<file path="src/rtl/harmonic_synth_engine.sv">
// Additive synthesiser: one phase accumulator, NUM_HARM harmonics with cos/sin amplitudes,
// a shared quarter-wave sine LUT and a single MAC time-multiplexed over harmonics per sample tick.
module harmonic_synth_engine #(
    parameter int unsigned NUM_HARM = 8,
    parameter int unsigned AMP_W    = 8,
    parameter int unsigned PHASE_W  = 16,
    parameter int unsigned OUT_W    = 16,
    parameter int unsigned TICK_DIV = 10000
) (
    input  logic                          clk,
    input  logic                          reset_n,
    input  logic                          enable,
    input  logic [PHASE_W-1:0]            phase_inc,
    input  logic                          cfg_we,
    input  logic [$clog2(NUM_HARM):0]     cfg_addr,
    input  logic [AMP_W-1:0]              cfg_data,
    input  logic                          clr_overrun,
    output logic signed [OUT_W-1:0]       sample_out,
    output logic                          sample_vld,
    output logic                          busy,
    output logic                          overrun
);

    localparam int unsigned ADDR_W = $clog2(NUM_HARM) + 1;
    localparam int unsigned DIV_W  = (TICK_DIV > 1) ? $clog2(TICK_DIV) : 1;
    localparam int unsigned IDX_W  = (NUM_HARM > 1) ? $clog2(NUM_HARM) : 1;
    localparam int unsigned PROD_W = AMP_W + 9;
    localparam int unsigned ACC_W  = AMP_W + 9 + $clog2(2 * NUM_HARM);
    localparam logic signed [ACC_W-1:0] SAT_HI = ACC_W'((2 ** (OUT_W - 1)) - 1);
    localparam logic signed [ACC_W-1:0] SAT_LO = ~SAT_HI;

    // First quadrant of round(127*sin(2*pi*i/256)), i = 0..64; the rest follows by symmetry.
    localparam logic [6:0] QTAB [65] = '{
        7'd0,   7'd3,   7'd6,   7'd9,   7'd12,  7'd16,  7'd19,  7'd22,  7'd25,  7'd28,
        7'd31,  7'd34,  7'd37,  7'd40,  7'd43,  7'd46,  7'd49,  7'd51,  7'd54,  7'd57,
        7'd60,  7'd63,  7'd65,  7'd68,  7'd71,  7'd73,  7'd76,  7'd78,  7'd81,  7'd83,
        7'd85,  7'd88,  7'd90,  7'd92,  7'd94,  7'd96,  7'd98,  7'd100, 7'd102, 7'd104,
        7'd106, 7'd107, 7'd109, 7'd111, 7'd112, 7'd113, 7'd115, 7'd116, 7'd117, 7'd118,
        7'd120, 7'd121, 7'd122, 7'd122, 7'd123, 7'd124, 7'd125, 7'd125, 7'd126, 7'd126,
        7'd126, 7'd127, 7'd127, 7'd127, 7'd127
    };

    function automatic logic signed [7:0] lut_val(input logic [7:0] a);
        logic [6:0] mag;
        mag = a[6] ? QTAB[7'd64 - {1'b0, a[5:0]}] : QTAB[{1'b0, a[5:0]}];
        return a[7] ? -$signed({1'b0, mag}) : $signed({1'b0, mag});
    endfunction

    typedef enum logic [1:0] {S_IDLE, S_LOAD, S_ACCUM, S_SAT} state_t;
    state_t r_state, w_next;

    logic [DIV_W-1:0]         r_div;
    logic [PHASE_W-1:0]       r_phase;
    logic [7:0]               r_lp;
    logic [IDX_W-1:0]         r_k;
    logic signed [ACC_W-1:0]  r_acc, w_acc_next;
    logic signed [7:0]        r_sin, r_cos;
    logic signed [OUT_W-1:0]  r_sample, w_clamp;
    logic                     r_ovr;
    logic [AMP_W-1:0]         r_stg_cos [NUM_HARM];
    logic [AMP_W-1:0]         r_stg_sin [NUM_HARM];
    logic [AMP_W-1:0]         r_act_cos [NUM_HARM];
    logic [AMP_W-1:0]         r_act_sin [NUM_HARM];
    logic [NUM_HARM-1:0]      w_hit_cos, w_hit_sin;
    logic                     w_tick, w_accept, w_last;
    logic [7:0]               w_mult, w_sin_addr, w_cos_addr;
    logic signed [PROD_W-1:0] w_pc, w_ps;

    assign w_tick   = enable && (r_div == DIV_W'(TICK_DIV - 1));
    assign w_accept = w_tick && (r_state == S_IDLE);
    assign w_last   = (r_k == IDX_W'(NUM_HARM - 1));

    always_ff @(posedge clk) begin : p_state
        if (!reset_n) r_state <= S_IDLE;
        else          r_state <= w_next;
    end

    always_comb begin : p_next
        w_next = r_state;
        case (r_state)
            S_IDLE:  if (w_accept) w_next = S_LOAD;
            S_LOAD:  w_next = S_ACCUM;
            S_ACCUM: if (w_last) w_next = S_SAT;
            default: w_next = S_IDLE;
        endcase
    end

    always_comb begin : p_out
        busy       = (r_state != S_IDLE);
        sample_vld = (r_state == S_SAT);
    end

    // LOAD issues the read for k=1; each ACCUM cycle consumes harmonic r_k+1 and issues r_k+2.
    assign w_mult     = (r_state == S_LOAD) ? 8'd1 : 8'(r_k) + 8'd2;
    assign w_sin_addr = w_mult * r_lp;
    assign w_cos_addr = w_sin_addr + 8'd64;

    assign w_pc       = PROD_W'($signed({1'b0, r_act_cos[r_k]})) * PROD_W'(r_cos);
    assign w_ps       = PROD_W'($signed({1'b0, r_act_sin[r_k]})) * PROD_W'(r_sin);
    assign w_acc_next = r_acc + ACC_W'(w_pc) + ACC_W'(w_ps);

    always_comb begin : p_clamp
        if (w_acc_next > SAT_HI)      w_clamp = OUT_W'(SAT_HI);
        else if (w_acc_next < SAT_LO) w_clamp = OUT_W'(SAT_LO);
        else                          w_clamp = OUT_W'(w_acc_next);
    end

    always_comb begin : p_cfg_decode
        w_hit_cos = '0;
        w_hit_sin = '0;
        for (int unsigned k = 0; k < NUM_HARM; k++) begin
            if (cfg_we && ((cfg_addr >> 1) == ADDR_W'(k))) begin
                if (cfg_addr[0]) w_hit_sin[k] = 1'b1;
                else             w_hit_cos[k] = 1'b1;
            end
        end
    end

    always_ff @(posedge clk) begin : p_data
        if (!reset_n) begin
            r_div    <= '0;
            r_phase  <= '0;
            r_lp     <= '0;
            r_k      <= '0;
            r_acc    <= '0;
            r_sin    <= '0;
            r_cos    <= '0;
            r_sample <= '0;
            r_ovr    <= 1'b0;
            for (int unsigned k = 0; k < NUM_HARM; k++) begin
                r_stg_cos[k] <= '0;
                r_stg_sin[k] <= '0;
                r_act_cos[k] <= '0;
                r_act_sin[k] <= '0;
            end
        end else begin
            if (enable) r_div <= w_tick ? '0 : r_div + DIV_W'(1);
            if (w_accept) begin
                r_lp    <= r_phase[PHASE_W-1 -: 8];
                r_phase <= r_phase + phase_inc;
                r_acc   <= '0;
            end
            if (w_tick && busy)   r_ovr <= 1'b1;
            else if (clr_overrun) r_ovr <= 1'b0;
            r_sin <= lut_val(w_sin_addr);
            r_cos <= lut_val(w_cos_addr);
            // A write landing in the LOAD cycle bypasses staging so the new value is used.
            for (int unsigned k = 0; k < NUM_HARM; k++) begin
                if (w_hit_cos[k]) r_stg_cos[k] <= cfg_data;
                if (w_hit_sin[k]) r_stg_sin[k] <= cfg_data;
                if (r_state == S_LOAD) begin
                    r_act_cos[k] <= w_hit_cos[k] ? cfg_data : r_stg_cos[k];
                    r_act_sin[k] <= w_hit_sin[k] ? cfg_data : r_stg_sin[k];
                end
            end
            if (r_state == S_LOAD) r_k <= '0;
            if (r_state == S_ACCUM) begin
                r_acc <= w_acc_next;
                r_k   <= r_k + IDX_W'(1);
                if (w_last) r_sample <= w_clamp;
            end
        end
    end

    assign sample_out = r_sample;
    assign overrun    = r_ovr;

endmodule
</file>
<file path="config.mk">
export PLATFORM = sky130hd
export DESIGN_NAME = harmonic_synth_engine
export DESIGN_NICKNAME = d
export VERILOG_FILES = /design/src/rtl/harmonic_synth_engine.sv
export SDC_FILE = /design/constraint.sdc
export NUM_CORES = 1
export LEC_CHECK = 0
export CORE_UTILIZATION = 45
export CTS_CLUSTER_DIAMETER = 120
export DETAILED_ROUTE_END_ITERATION = 12
export PLACE_DENSITY = 0.68
export SLEW_MARGIN = 20
export SYNTH_ARGS = -nofsm -noshare
export SYNTH_HDL_FRONTEND = slang
export SYNTH_SLANG_ARGS = --single-unit
</file>
<file path="constraint.sdc">
create_clock -name clk -period 9.5 [get_ports clk]
set_clock_uncertainty 0.15 [all_clocks]
set_input_delay 1.9 -clock clk [delete_from_list [all_inputs] [get_ports clk]]
set_output_delay 1.9 -clock clk [all_outputs]
set_load 0.01 [all_outputs]
</file>
==> impl_metrics.ini <==
[outcome]
status = completed

[yosys]
synth_edf_count = 256
synth_top_area_cell = edfxtp_1
synth_top_area_share = 0.322
syn_avg_cell_area_sq_um = 9.88
synth_ff_type = edfxtp_1
syn_area_sq_mm = 0.0239
synth-seq-area-share = 0.406
synthCells = 2417
synth_seq_cells = 356
yosys_warnings = 0
synth.distinct_cells = 86
synth_nets = 2710
synthTopCellsByArea = edfxtp_1, fa_1, dfxtp_1
synthArstFlopShare = 0

[grt]
grt.total_usage = 0.229
grt-ovfl-total = 0
grt_pass1_vias = 17600
grt_pass1_wl_microns = 97100
antenna_found_initial = 0
grt_max_degree = 98

[cts]
clk-insertion-delay-late_ps = 570
post_cts_buffers = 0
ctsRootBufferMaster = clkbuf_16
htreeDepth = 2
cts_tree = built
cts_buffer_depth = 3
cts_inserted_buffers = 40
cts_sinks = 356
cts_hold_buf = 0
path_clk_slew_ps = 60
cts_resized = 0

[worst_setup_path]
critPathCaptureType = flop
crit_fanout = 15
cp.arrival_ps = 9080
critPathLaunchType = flop
path_class = reg2reg
critPathRequiredTime_ps = 9760

[timing]
fmax_mhz = 113
timing.final.crit_share = 0.928
tightest_slew_ps = 1110
fin_crit_ps = 8810
grt_setup_unrepaired = false
finalHoldViolCount = 0
fin_setup_tns_ps = 0
finalMaxSlewViolations = 0
max_slew_margin = 0.257
setup_viol = 0

[routing]
drtIter0Drc = 1734
drt_wl_total_microns = 61000
drt_first_pass_iters = 8
final_antenna_net_count = 0
avgRoutedWirePerCell_microns = 19.4
via_count = 17800
route.detailed.drc = 0
viasPerCell = 5.66

[floorplan]
pin_count = 52
die_h_microns = 232
num_rows = 84
dieArea_sq_mm = 0.0540
die_w_microns = 232
start_util = 0.455
core_area_sq_mm = 0.0526

[placement]
dp_hpwl_microns = 43500
gp_congestion = 0.919
placedCellCount = 3075
portBuffers = 51

[cells_and_area]
fin_util = 0.502
final_cells = 3145
n_antenna_cell = 0
syn2layout_area_growth_pct = 10.3
finalNetCount = 2722
drive_gt1_frac = 0.0680

[worst_hold_path]
hp-class = reg2reg
min_from = r_phase[3]

[power]
p_leak_uw = 0.0105
p_per_area_mw_per_mm2 = 150
ir_drop_uv = 122

[run]
cap_violations = 0
## layout make-up
class / count / area, sq um
multi-input combinational: 1714 / 12900
inverter: 230 / 863
clock inverter: 18 / 196
timing repair buffer: 87 / 776
fill: 4758 / 26200
tap: 688 / 861
sequential: 356 / 9690
clock buffer: 52 / 1070
## cells in the final DEF (no fill, tap or decap), types with 35 or more instances in the layout
master	count
mux2i_1	63
edfxtp_1	256
dfxtp_1	99
fa_1	126
clkdlybuf4s50_1	50
nor2_1	206
nand2b_1	43
ha_1	134
nand3_1	40
inv_1	227
clkbuf_16	40
a21oi_1	213
nor2b_1	111
buf_4	36
nand2_1	336
o21ai_0	70
mux4_2	35
and3_1	49
## registers in the layout, summed over array words and instances, names as in the netlist, 3 cells and up, named ones only
| name | count |
|---|---|
| sample_out | 16 |
| r_act_sin | 64 |
| r_act_cos | 64 |
| r_lp | 8 |
| r_stg_sin | 64 |
| r_acc | 21 |
| r_cos | 8 |
| r_stg_cos | 64 |
| r_k | 3 |
| r_phase | 16 |
| r_div | 14 |
| r_sin | 8 |
## kinds of logic after synthesis
logic type	after synthesis	share of synthesized area
AO/OA/AOI/OAI	402	0.102
XOR/XNOR	56	0.0243
adder cells (fa/ha/maj)	261	0.176
buffers and inverters	347	0.0556
flip-flops	356	0.406
multiplexers	100	0.0603
AND/OR/NAND/NOR	895	0.176
## worst max-delay path: stages, from the launching register on
cell and delay (ps):
dfxtp_1 840, buf_4 290, mux4_2 300, mux2i_1 670, nand2_1 180, fa_1 530, fa_1 540, inv_1 60
fa_1 440, fa_1 500, fa_1 540, inv_1 60, fa_1 530, inv_1 40, ha_1 410, a2111oi_2 320
o21ai_1 170, a221oi_2 410, o21a_1 270, xnor2_1 140, or4_1 550, o32ai_4 550, a21oi_1 150
## where the power goes
part	switching (uW)	total, uW	internal (uW)
clock network	657	1510	858
logic	424	664	240
registers	31.9	1770	1740
## cell usage after synthesis (6+ instances only)
library cell    n
or2_2           7
nor3_1         27
nor2_1        207
or3_1          13
a21o_1          6
o211ai_1       16
buf_1           7
a211oi_1       13
o22ai_1         6
nand2b_1       44
nand2_1       337
o21a_1          7
dfxtp_1       100
mux2i_1        63
mux4_2         35
inv_1         227
nand4_1         8
fa_1          126
xnor2_1        33
clkbuf_1      104
and3_1         49
xor2_1         15
edfxtp_1      256
a21oi_1       213
nor2b_1       111
nand3_1        40
ha_1          134
and2_1         26
o21ai_0        74
## through the flow
stage               instance area, sq um  hold slack, ps  total power, uW  setup slack (ps)
finish                             26400             314             3950               687
global route                       26400             338             4120               185
CTS                                26300             317             3970               482
global placement                   25100             295             2440               716
floorplan                          23900             286             2260              1380
detailed placement                 25100             308             2460               506
## path summary, 6_finish.rpt
kind / endpoint / slack [ps] / cells past startpoint
setup reg to reg: sample_out[9] / 690 / 22
hold reg to reg: r_phase[3] / 310 / 2
setup / recovery: sample_out[9] / 690 / 22
hold / removal: r_phase[3] / 310 / 2
## routing by layer
layer	up-vias	global-route usage	share of wire	wire, microns
met3	95	0.0308	0.069	4190
met5	-	0	0	0
met1	8770	0.316	0.43	26100
li1	8279	-	-	-
met4	0	0.0639	0.024	1470
met2	658	0.377	0.48	29300
Power figures use the tool's default switching activity.
